### src/rtl/imem_fetch_seq.sv
// Byte-serial instruction fetch sequencer: four big-endian byte reads per word, valid/ready to decode.
// Optional PC range check enabled by defining IMEM_BOUNDS_CHECK_EN.
module imem_fetch_seq #(
  parameter int unsigned MEM_BYTES = 1000,
  parameter logic [31:0] RESET_PC  = 32'h0000_0000
) (
  input  logic        CLK,
  input  logic        RST_N,
  output logic [31:0] MADDR,
  output logic        MRD,
  input  logic [7:0]  MDATA,
  input  logic        BR_EN,
  input  logic [31:0] BR_TGT,
  output logic [31:0] INS,
  output logic [31:0] PC_OUT,
  output logic        VALID,
  input  logic        READY,
  output logic        ERR
);

  typedef enum logic [1:0] {
    S_IDLE,
    S_FETCH,
    S_HOLD
`ifdef IMEM_BOUNDS_CHECK_EN
    , S_FAULT
`endif
  } state_t;

  state_t      r_state;
  state_t      w_next;
  logic [31:0] r_pc;
  logic [2:0]  r_icnt;
  logic [1:0]  r_rcnt;
  logic        r_pend;
  logic [31:0] r_ins;
  logic [31:0] r_pc_out;

  logic        w_issue;
  logic        w_capture;
  logic        w_last;
  logic        w_hs;
  logic        w_oob;
  logic        w_unused;

  assign w_unused = ^BR_TGT[1:0];

  always_comb begin
    w_oob = 1'b0;
`ifdef IMEM_BOUNDS_CHECK_EN
    w_oob = (r_state == S_FETCH) && (r_icnt == 3'd0) && ((r_pc + 32'd3) >= MEM_BYTES);
`endif
    w_hs      = (r_state == S_HOLD) && READY;
    w_issue   = (r_state == S_FETCH) && (r_icnt < 3'd4) && !w_oob;
    // r_pend tags a byte whose read was issued since the last redirect
    w_capture = r_pend && !BR_EN;
    w_last    = w_capture && (r_rcnt == 2'd3);
  end

  always_comb begin
    w_next = r_state;
    case (r_state)
      S_IDLE:  w_next = S_FETCH;
      S_FETCH: begin
`ifdef IMEM_BOUNDS_CHECK_EN
        if (w_oob)
          w_next = S_FAULT;
        else
`endif
        if (w_last)
          w_next = S_HOLD;
      end
      S_HOLD:  if (READY) w_next = S_FETCH;
      default: w_next = r_state;
    endcase
    if (BR_EN)
      w_next = S_FETCH;
  end

  always_ff @(posedge CLK or negedge RST_N) begin
    if (!RST_N)
      r_state <= S_IDLE;
    else
      r_state <= w_next;
  end

  always_ff @(posedge CLK or negedge RST_N) begin
    if (!RST_N) begin
      r_pc     <= RESET_PC;
      r_icnt   <= '0;
      r_rcnt   <= '0;
      r_pend   <= 1'b0;
      r_ins    <= '0;
      r_pc_out <= RESET_PC;
    end else if (BR_EN) begin
      r_pc   <= {BR_TGT[31:2], 2'b00};
      r_icnt <= '0;
      r_rcnt <= '0;
      r_pend <= 1'b0;
    end else begin
      r_pend <= w_issue;
      if (w_issue)
        r_icnt <= r_icnt + 3'd1;
      if (w_capture) begin
        case (r_rcnt)
          2'd0:    r_ins[31:24] <= MDATA;
          2'd1:    r_ins[23:16] <= MDATA;
          2'd2:    r_ins[15:8]  <= MDATA;
          default: r_ins[7:0]   <= MDATA;
        endcase
        r_rcnt <= r_rcnt + 2'd1;
      end
      if (w_last || w_oob)
        r_pc_out <= r_pc;
      if (w_hs) begin
        r_pc   <= r_pc + 32'd4;
        r_icnt <= '0;
      end
    end
  end

  assign MADDR  = r_pc + {30'd0, r_icnt[1:0]};
  assign MRD    = w_issue;
  assign INS    = r_ins;
  assign PC_OUT = r_pc_out;
  assign VALID  = (r_state == S_HOLD);
`ifdef IMEM_BOUNDS_CHECK_EN
  assign ERR    = (r_state == S_FAULT);
`else
  assign ERR    = 1'b0;
`endif

endmodule
### config.mk
export PLATFORM = sky130hd
export DESIGN_NAME = imem_fetch_seq
export DESIGN_NICKNAME = d
export VERILOG_FILES = /design/src/rtl/imem_fetch_seq.sv
export SDC_FILE = /design/constraint.sdc
export NUM_CORES = 1
export LEC_CHECK = 0
export CORE_MARGIN = 2
export CORE_UTILIZATION = 43
export DETAILED_ROUTE_END_ITERATION = 8
export GPL_ROUTABILITY_DRIVEN = 1
export MAX_ROUTING_LAYER = met4
export PLACE_DENSITY = 0.87
export SKIP_CTS_REPAIR_TIMING = 1
export SYNTH_ARGS = -nofsm -noshare
export SYNTH_HDL_FRONTEND = slang
export SYNTH_SLANG_ARGS = --single-unit
### constraint.sdc
create_clock -name CLK -period 1.66 [get_ports CLK]
set_input_delay 0.332 -clock CLK [delete_from_list [all_inputs] [get_ports CLK]]
set_output_delay 0.332 -clock CLK [all_outputs]
set_load 0.05 [all_outputs]
== Word level (Yosys, flattened, before mapping) ==
Index checks and enable logic that the tools add are counted.
Cells by class
  add/sub/neg operators: 4
  $lt $le $gt $ge: 1
  equal/unequal tests: 7
  multiplexer cells: 12
  bitwise gates (word level): 2
  reductions and logical operators: 18
Operator list (count)
  32-bit 2-to-1 mux: 2
  32-bit by 2-bit adder with 32-bit output: 1
  32-bit by 3-bit adder with 32-bit output (second input constant): 1
  3-bit AND reduction: 5
  2-bit 2-to-1 mux: 5
  3-bit 2-to-1 mux: 3
  2-bit == test (second input constant): 3
  2-bit case mux with 3 select lines: 1
  2-bit by 1-bit == test with 1-bit output (second input constant): 2
  1-bit logical AND: 4
  2-bit zero test: 2
  2-bit nonzero test: 2
  4-bit nonzero test: 1
  3-bit by 1-bit adder with 3-bit output (second input constant): 1
  3-bit less-than comparator (second input constant): 1
  3-bit by 2-bit inequality test with 1-bit output (second input constant): 1
  3-bit inequality test (second input constant): 1
  3-bit nonzero test: 1
  3-bit OR reduction: 1
  2-bit by 1-bit adder with 2-bit output (second input constant): 1
  1-bit inverter: 2
  2-bit AND reduction: 1
  1-bit zero test: 1
  1-bit 2-to-1 mux: 1
Word-level totals
  register bits after elaboration: 104
  input port bits: 44
  output and inout port bits: 99

== Longest topological paths before layout ==
Gate-level depths: netlist (run 1).
  depth in word-level cells: 6
  gate-level depth with buffers: 7

== Worst setup path before layout (run 1) ==
Ideal clock, no wire load.
  path type: flip-flop to flip-flop
  from: register r_state[1]
  to: register r_icnt[1]
  data arrival time: 2.155 ns
  required time: 1.525 ns
  slack: -0.631 ns
  cell stages (with the launch flop): 4
  buffers on the path: 0
  path through: dfrtp_1 -> nor3b_1 -> mux2i_1 -> nor3_1
RTL lines
  start: declaration: line 30  | state_t r_state;
  start signal: assignment: line 84  | r_state <= w_next;
  2-bit by 1-bit == test with 1-bit output: line 54  | w_issue = (r_state == S_FETCH) && (r_icnt < 3'd4) && !w_oob;
  1-bit logical AND: line 54
  named net MRD: line 10  | output logic MRD,
  3-bit nonzero test (no source line)
  end signal: assignment: line 103  | r_icnt <= r_icnt + 3'd1;
  end: declaration: line 33  | logic [2:0] r_icnt;
The timed path passes the listed nets, and every way through them passes these cells.
A chain may end at the register's enable or synchronous reset.

== Worst setup path in the final report (run 1) ==
  from: register r_pc[14]
  to: register r_pc[17]
Between the ends
  word-level cells in the longest chain between the ends: 3
RTL lines
  start: declaration: line 32  | logic [31:0] r_pc;
  start signal: assignment: line 96  | r_pc <= {BR_TGT[31:2], 2'b00};
  start signal: assignment: line 116  | r_pc <= r_pc + 32'd4;
  32-bit by 3-bit adder with 32-bit output: line 116
  32-bit 2-to-1 mux: line 115  | if (w_hs) begin
  32-bit 2-to-1 mux: line 95  | end else if (BR_EN) begin
Every way passes these cells. The select of a mux whose other input is x is not followed.

==> impl_metrics.prom, run 1 <==
# TYPE chip_impl_metric gauge
chip_impl_info{name="run_status",value="finished with violations"} 1
chip_impl_info{name="violations",value="setup timing"} 1
chip_impl_metric{name="first_global_vias",unit=""} 3999
chip_impl_metric{name="worst_slew_pin_slew",unit="ns"} 0.627
chip_impl_metric{name="maxCapViolCount",unit=""} 0
chip_impl_metric{name="path_max_fanout",unit=""} 8
chip_impl_metric{name="worstSkewPairLatency",unit="ns"} 0.34
chip_impl_info{name="netlist_top_cells_count",value="dfrtp_1 (100), mux2_2 (61), nand2_1 (48)"} 1
chip_impl_info{name="slowest_cell_on_the_critical_path",value="dfrtp_2"} 1
chip_impl_metric{name="synth_sequential_area_ratio",unit=""} 0.515
chip_impl_metric{name="grt_antenna_before_repair",unit=""} 1
chip_impl_metric{name="asyncSetResetFlopFracSynth",unit=""} 1.00
chip_impl_metric{name="globalRouteTotalUtil",unit=""} 0.223
chip_impl_metric{name="design.core.area",unit="um2"} 10900
chip_impl_metric{name="synth_enable_flop_cells",unit=""} 0
chip_impl_metric{name="worst_slew_margin_rel",unit=""} 0.582
chip_impl_metric{name="synthDistinctLibCells",unit=""} 41
chip_impl_metric{name="synth_area",unit="um2"} 4860
chip_impl_metric{name="setup_viol_count_final",unit=""} 6
chip_impl_metric{name="fin_worst_skew",unit="ns"} 0.00833
chip_impl_metric{name="htree_num_levels",unit=""} 3
chip_impl_metric{name="average_instance_area_after_synthesis",unit="um2"} 11.4
chip_impl_metric{name="die_h",unit="um"} 110
chip_impl_metric{name="drtPass1Iterations",unit=""} 4
chip_impl_info{name="synth.most_common_cell",value="dfrtp_1"} 1
chip_impl_metric{name="grt_remaining_overflow",unit=""} 0
chip_impl_info{name="end_of_the_worst_register_to_register_path",value="r_pc[17]"} 1
chip_impl_info{name="cp-end-kind",value="flip-flop"} 1
chip_impl_info{name="worstHoldEndpoint",value="r_state[1]"} 1
chip_impl_metric{name="maximum_number_of_pins_on_one_net_before_global_route_repair",unit=""} 67
chip_impl_metric{name="cpPeakStageDelay",unit="ns"} 0.41
chip_impl_info{name="critical_setup_path_kind",value="flip-flop to flip-flop"} 1
chip_impl_info{name="root_buffer",value="clkbuf_16"} 1
chip_impl_metric{name="achievable-frequency",unit="MHz"} 564
chip_impl_metric{name="r2r.worst_path.cells",unit=""} 6
chip_impl_metric{name="postSynthCellCount",unit=""} 425
chip_impl_info{name="setup_repair_after_global_routing_missed_its_margin",value="true"} 1
chip_impl_metric{name="grt_pass1_wl",unit="um"} 20100
chip_impl_metric{name="ios",unit=""} 143
chip_impl_metric{name="reg2reg_slack",unit="ns"} -0.11
chip_impl_metric{name="cts_buffer_depth",unit=""} 2
chip_impl_metric{name="wl",unit="um"} 13500
chip_impl_metric{name="die-area",unit="um2"} 12200
chip_impl_metric{name="arrival",unit="ns"} 1.96
chip_impl_info{name="type_of_the_most_critical_hold_path",value="input pin to flip-flop"} 1
chip_impl_info{name="setup.worst_path.start_class",value="flip-flop"} 1
chip_impl_metric{name="worst_slack",unit="ns"} -0.112
chip_impl_info{name="critical_path.cell_chain",value="and3_1 -> nand4_4 -> buf_6 -> nor3_2 -> xnor2_1 -> o21ai_1"} 1
chip_impl_metric{name="via_per_inst",unit=""} 5.29
chip_impl_metric{name="yosysWarnings",unit=""} 0
chip_impl_metric{name="layout-area-overhead-vs-synth",unit="%"} 53.8
chip_impl_info{name="startpoint_of_the_worst_hold_path",value="BR_EN"} 1
chip_impl_info{name="yosys_most_used_dff",value="dfrtp_1"} 1
chip_impl_metric{name="total_leakage_power",unit="nW"} 3.50
chip_impl_metric{name="detail_route.wl_per_cell",unit="um"} 18.0
chip_impl_metric{name="final_cell_count_no_fill",unit=""} 751
chip_impl_metric{name="hold_depth",unit=""} 4
chip_impl_info{name="regToRegStartpoint",value="r_pc[14]"} 1
chip_impl_metric{name="dpl.cell_count",unit=""} 718
chip_impl_info{name="synth_top_cells_by_area",value="dfrtp_1 (51%), mux2_2 (14%), xnor2_1 (5.6%)"} 1
chip_impl_metric{name="port-buffer-count",unit=""} 137
chip_impl_metric{name="die_width",unit="um"} 110
chip_impl_metric{name="cts.sink_count",unit=""} 100
chip_impl_metric{name="drt_iter0_markers",unit=""} 161
chip_impl_metric{name="period_minus_slack",unit="ns"} 1.77
chip_impl_info{name="synth_area_leader",value="dfrtp_1"} 1
chip_impl_metric{name="hpwl",unit="um"} 9250
chip_impl_metric{name="number_of_buffers_inserted_during_clock_tree_synthesis",unit=""} 9
chip_impl_metric{name="final_net_count",unit=""} 658
chip_impl_metric{name="detail-route-antenna-nets",unit=""} 0
chip_impl_metric{name="finalWeightedCongestion",unit=""} 0.872
chip_impl_metric{name="vias",unit=""} 3973
chip_impl_metric{name="cts.clk_slew.worst_paths",unit="ns"} 0.07
chip_impl_metric{name="final-max-slew-violation-count",unit=""} 0
chip_impl_metric{name="yosysTopAreaCellShare",unit=""} 0.515
chip_impl_metric{name="detail_route.drc_violations",unit=""} 0
chip_impl_info{name="cts_tree",value="done"} 1
chip_impl_metric{name="worst_vdd_drop",unit="mV"} 1.18
chip_impl_metric{name="floorplan.initialDensity",unit=""} 0.445
chip_impl_metric{name="report.final.hold_viol_count",unit=""} 0
chip_impl_metric{name="final_min_period_over_clock_period",unit=""} 1.07
chip_impl_metric{name="power_density",unit="nW/um2"} 1420
chip_impl_metric{name="totalPowerFinal",unit="mW"} 10.6
chip_impl_metric{name="worst_ep_required_time",unit="ns"} 1.85
chip_impl_metric{name="rows",unit=""} 38
chip_impl_metric{name="number_of_register_bits_inferred_by_synthesis",unit=""} 100
chip_impl_metric{name="final_layout_size_suffix_gt1_frac",unit=""} 0.475
chip_impl_metric{name="setup-tns-final",unit="ns"} -0.216
[worst max-delay path: cells and delay by family, from the launching register on]
family / cells / cell delay (ns)
AO/OA/AOI/OAI: 1 / 0.10
XOR/XNOR: 1 / 0.17
buffers and inverters: 1 / 0.24
flip-flops: 1 / 0.41
AND/OR/NAND/NOR: 3 / 0.69
[through the flow]
step	instance area (um2)	hold slack, ns	utilization	setup slack [ns]
global route	7480	0.436	0.684	-0.159
CTS	7120	-0.0648	0.651	-0.178
global placement	6830	0.302	0.625	-0.317
finish	7480	0.405	0.684	-0.112
floorplan	4910	0.0364	-	-0.00329
detailed placement	6830	0.299	0.625	-0.379
[power by group]
part | switching, mW | internal, mW | leakage, nW
Combinational | 3.19 | 1.84 | 2.08
Sequential | 0.426 | 3.08 | 1.28
Clock | 0.870 | 1.23 | 0.145
[final cells by class]
type / count / area, um2
tap: 140 / 175
antenna: 1 / 2.50
multi-input combinational: 280 / 2350
sequential: 100 / 2510
clock buffer: 12 / 256
inverter: 6 / 22.5
fill: 786 / 3460
clock inverter: 2 / 35.0
timing repair buffer: 210 / 2130
[cells in the final DEF (no fill, tap or decap), types with 3 or more instances in the layout]
cell             instances
a21oi_1                  3
buf_12                  34
buf_4                  127
buf_6                    8
clkbuf_16                9
clkdlybuf4s50_1         38
conb_1                   4
dfrtp_1                 96
dfrtp_2                  4
ha_1                     5
inv_1                    6
mux2_2                  61
mux2i_1                  3
nand2_1                 47
nand3_1                  7
nand4_1                 11
nand4_4                  4
nor2_1                   9
nor3_1                   5
nor3_2                   5
nor3_4                   3
nor4_2                   3
nor4_4                   4
o21ai_0                 21
o21ai_1                 12
xnor2_1                 30
xor2_1                  11
xor2_2                   4
[state kept, by name (all words and copies together), names as in the netlist]
signal	count
r_pc	30
r_pend	1
INS	32
r_rcnt	2
r_state	2
PC_OUT	30
r_icnt	3
[how the worst max path moves through the flow]
stage / start / cells past startpoint / slack (ns) / to
after floorplan: r_state[1] / 3 / -0.003 / r_icnt[1]
after global placement: READY / 7 / -0.32 / r_pc[23]
after CTS: r_pc[8] / 6 / -0.18 / r_pc[18]
final: r_pc[14] / 6 / -0.11 / r_pc[17]
after global routing: r_pc[8] / 6 / -0.16 / r_pc[17]
after detailed placement: READY / 6 / -0.38 / r_pc[28]
[metal layers]
metal  vias up  wire (um)  share of wire  global-route usage
met5         -          0              0                   -
met4         0        439          0.032              0.0813
met3        38        766          0.057              0.0470
met2       142       6900           0.51               0.360
met1      1999       5410           0.40               0.279
li1       1794          -              -                   -
[logic make-up (layout without fill, tap and decap cells)]
family                     count (synthesis)  in the layout  synth area share
and+or+nand+nor                          122            122             0.152
DFF                                      100            100             0.515
AOI/OAI and AO/OA                         37             37            0.0389
other                                      1              5          0.000771
buffers and inverters                     48            230            0.0456
muxes                                     64             64             0.147
xor gates and xnor gates                  46             46            0.0829
adders and majority gates                  7              7            0.0180
No activity file was read; power rests on OpenSTA's default activity.
==> inputs of run 2 (changes only) <==
--- a/config.mk
+++ b/config.mk
@@ -5,8 +5,8 @@
 export SDC_FILE = /design/constraint.sdc
 export NUM_CORES = 1
 export LEC_CHECK = 0
-export CORE_MARGIN = 2
 export CORE_UTILIZATION = 43
+export CTS_CLUSTER_SIZE = 25
 export DETAILED_ROUTE_END_ITERATION = 8
 export GPL_ROUTABILITY_DRIVEN = 1
 export MAX_ROUTING_LAYER = met4
@@ -15,3 +15,4 @@
 export SYNTH_ARGS = -nofsm -noshare
 export SYNTH_HDL_FRONTEND = slang
 export SYNTH_SLANG_ARGS = --single-unit
+export TNS_END_PERCENT = 20
==> run 2 against run 1 <==
Effect of this change:
- the run still ends with setup timing left
- global-route usage rose by 0.66 points
- clock-buffer cell count is 2 lower
- highest routed layer unchanged
- utilization fell by 0.59 points
- non-clock buffer count is 9 lower
- largest cell class unchanged
- largest power group unchanged
==> impl_metrics.prom, run 2 (synthesis results as in run 1) <==
# TYPE chip_impl_metric gauge
chip_impl_metric{name="detail_route.drc_violations",unit=""} 0
chip_impl_metric{name="grt_use_met1",unit=""} 0.290
chip_impl_metric{name="power_density",unit="nW/um2"} 1420
chip_impl_info{name="type_of_the_most_critical_hold_path",value="input pin to flip-flop"} 1
chip_impl_metric{name="cts.sink_count",unit=""} 100
chip_impl_metric{name="maximum_number_of_pins_on_one_net_before_global_route_repair",unit=""} 67
chip_impl_metric{name="final_net_count",unit=""} 650
chip_impl_metric{name="detail_route.wl_per_cell",unit="um"} 17.6
chip_impl_metric{name="layout-area-overhead-vs-synth",unit="%"} 52.5
chip_impl_metric{name="setup_viol_count_final",unit=""} 6
chip_impl_metric{name="die-area",unit="um2"} 11700
chip_impl_info{name="violations",value="setup timing"} 1
chip_impl_metric{name="detail-route-antenna-nets",unit=""} 0
chip_impl_metric{name="via_per_inst",unit=""} 5.21
chip_impl_info{name="cp-end-kind",value="output port"} 1
chip_impl_metric{name="globalRouteTotalUtil",unit=""} 0.230
chip_impl_metric{name="ios",unit=""} 143
chip_impl_metric{name="cts_buffer_depth",unit=""} 2
chip_impl_metric{name="report.final.hold_viol_count",unit=""} 0
chip_impl_metric{name="grt_util_met3",unit=""} 0.0392
chip_impl_metric{name="placed_area",unit="um2"} 6850
chip_impl_metric{name="cts.clk_slew.worst_paths",unit="ns"} 0.07
chip_impl_info{name="final_common_cell",value="buf_4"} 1
chip_impl_metric{name="period_minus_slack",unit="ns"} 1.70
chip_impl_metric{name="final-seq-area",unit="um2"} 2500
chip_impl_metric{name="floorplan.initialDensity",unit=""} 0.445
chip_impl_metric{name="worstSkewPairLatency",unit="ns"} 0.34
chip_impl_info{name="cts_tree",value="done"} 1
chip_impl_metric{name="final-max-slew-violation-count",unit=""} 0
chip_impl_metric{name="vias",unit=""} 3872
chip_impl_metric{name="fillerInstances",unit=""} 801
chip_impl_metric{name="grt_pass1_wl",unit="um"} 19900
chip_impl_metric{name="worst_vdd_drop",unit="mV"} 1.01
chip_impl_metric{name="die_width",unit="um"} 108
chip_impl_metric{name="multiInputGateArea",unit="um2"} 2360
chip_impl_metric{name="grt_remaining_overflow",unit=""} 0
chip_impl_metric{name="post_layout_util",unit=""} 0.678
chip_impl_info{name="critical_setup_path_kind",value="flip-flop to output port"} 1
chip_impl_metric{name="port-buffer-count",unit=""} 137
chip_impl_metric{name="drtPass1Iterations",unit=""} 6
chip_impl_metric{name="path_max_fanout",unit=""} 5
chip_impl_metric{name="grt_antenna_before_repair",unit=""} 0
chip_impl_metric{name="grt_util_met2",unit=""} 0.377
chip_impl_metric{name="drt_iter0_markers",unit=""} 140
chip_impl_metric{name="htree_num_levels",unit=""} 3
chip_impl_metric{name="totalPowerFinal",unit="mW"} 10.5
chip_impl_metric{name="place_ws",unit="ns"} -0.410
chip_impl_metric{name="maxCapViolCount",unit=""} 0
chip_impl_metric{name="hpwl",unit="um"} 9060
chip_impl_metric{name="arrival",unit="ns"} 1.37
chip_impl_metric{name="final_min_period_over_clock_period",unit=""} 1.03
chip_impl_metric{name="achievable-frequency",unit="MHz"} 587
chip_impl_info{name="most_frequent_cells_in_the_layout",value="buf_4 (116), dfrtp_1 (99), mux2_2 (61)"} 1
chip_impl_info{name="run_status",value="finished with violations"} 1
chip_impl_info{name="busiest_layer_in_global_routing",value="met2"} 1
chip_impl_metric{name="finalWeightedCongestion",unit=""} 0.877
chip_impl_metric{name="fin_worst_skew",unit="ns"} 0.0103
chip_impl_metric{name="rows",unit=""} 38
chip_impl_metric{name="final_area",unit="um2"} 7410
chip_impl_metric{name="total_leakage_power",unit="nW"} 3.48
chip_impl_metric{name="worst_slack",unit="ns"} -0.0444
chip_impl_metric{name="number_of_buffers_inserted_during_clock_tree_synthesis",unit=""} 9
chip_impl_metric{name="flip_flop_count_of_the_largest_register_after_layout",unit=""} 32
chip_impl_info{name="setup_repair_after_global_routing_missed_its_margin",value="true"} 1
chip_impl_metric{name="final_layout_size_suffix_gt1_frac",unit=""} 0.458
chip_impl_info{name="root_buffer",value="clkbuf_16"} 1
chip_impl_metric{name="first_global_vias",unit=""} 3909
chip_impl_metric{name="die_h",unit="um"} 108
chip_impl_metric{name="diodes",unit=""} 0
chip_impl_metric{name="design.core.area",unit="um2"} 10900
chip_impl_metric{name="wl",unit="um"} 13100
chip_impl_metric{name="worst_ep_required_time",unit="ns"} 1.33
chip_impl_info{name="setup.worst_path.start_class",value="flip-flop"} 1
==> run 2: per-layer routing <==
layer / share of wire / up-vias
met4: 0.015 / 0
met3: 0.052 / 18
met2: 0.52 / 132
met1: 0.41 / 1938
li1: - / 1784
met5: 0 / -
==> run 2: metrics by stage <==
step                hold slack, ns  TNS, ns  std cells
finish                       0.454   -0.158        743
global route                 0.475    -2.97        743
CTS                        -0.0693    -1.10        735
detailed placement           0.297    -7.80        720
global placement             0.290    -5.68        720
floorplan                   0.0364  -0.0280        428
==> run 2: layout make-up <==
type	count	share of cell area
inverters	6	0.00304
clock buffers	10	0.0309
flip-flops and latches	100	0.338
well taps	140	0.0236
clock inverters	5	0.00726
repair buffers	201	0.279
multi-input cells	281	0.318
==> run 2: path summary, 6_finish.rpt <==
path | slack (ns) | startpoint | cells after the start | to
max | -0.04 | r_state[1] | 4 | MRD
min | 0.45 | BR_EN | 4 | r_state[1]
max reg2reg | -0.03 | r_state[0] | 6 | r_pc[19]
min reg2reg | 0.50 | PC_OUT[15] | 2 | PC_OUT[15]
max in group asynchronous | 0.63 | RST_N | 3 | r_pc[7]
min in group asynchronous | 0.47 | RST_N | 2 | INS[4]
==> run 2: critical path, stage by stage (launching register included) <==
cell and delay (ns):
dfrtp_1 0.41, buf_6 0.14, nor3b_2 0.17, buf_4 0.17
buf_12 0.13
==> run 2: power by group <==
part,switching (mW),leakage (nW),internal (mW),total (mW)
clock network,0.866,0.142,1.15,2.02
logic,3.18,2.06,1.82,5.00
registers,0.413,1.28,3.08,3.50
total,4.46,3.48,6.06,10.5
==> inputs of run 3 (changes only) <==
--- a/config.mk
+++ b/config.mk
@@ -5,6 +5,7 @@
 export SDC_FILE = /design/constraint.sdc
 export NUM_CORES = 1
 export LEC_CHECK = 0
+export ABC_AREA = 0
 export CORE_UTILIZATION = 43
 export CTS_CLUSTER_SIZE = 25
 export DETAILED_ROUTE_END_ITERATION = 8
@@ -12,6 +13,7 @@
 export MAX_ROUTING_LAYER = met4
 export PLACE_DENSITY = 0.87
 export SKIP_CTS_REPAIR_TIMING = 1
+export SLEW_MARGIN = 20
 export SYNTH_ARGS = -nofsm -noshare
 export SYNTH_HDL_FRONTEND = slang
 export SYNTH_SLANG_ARGS = --single-unit
==> results of run 3 <==
The final DEF is identical to that of run 2; final timing and power are the same.
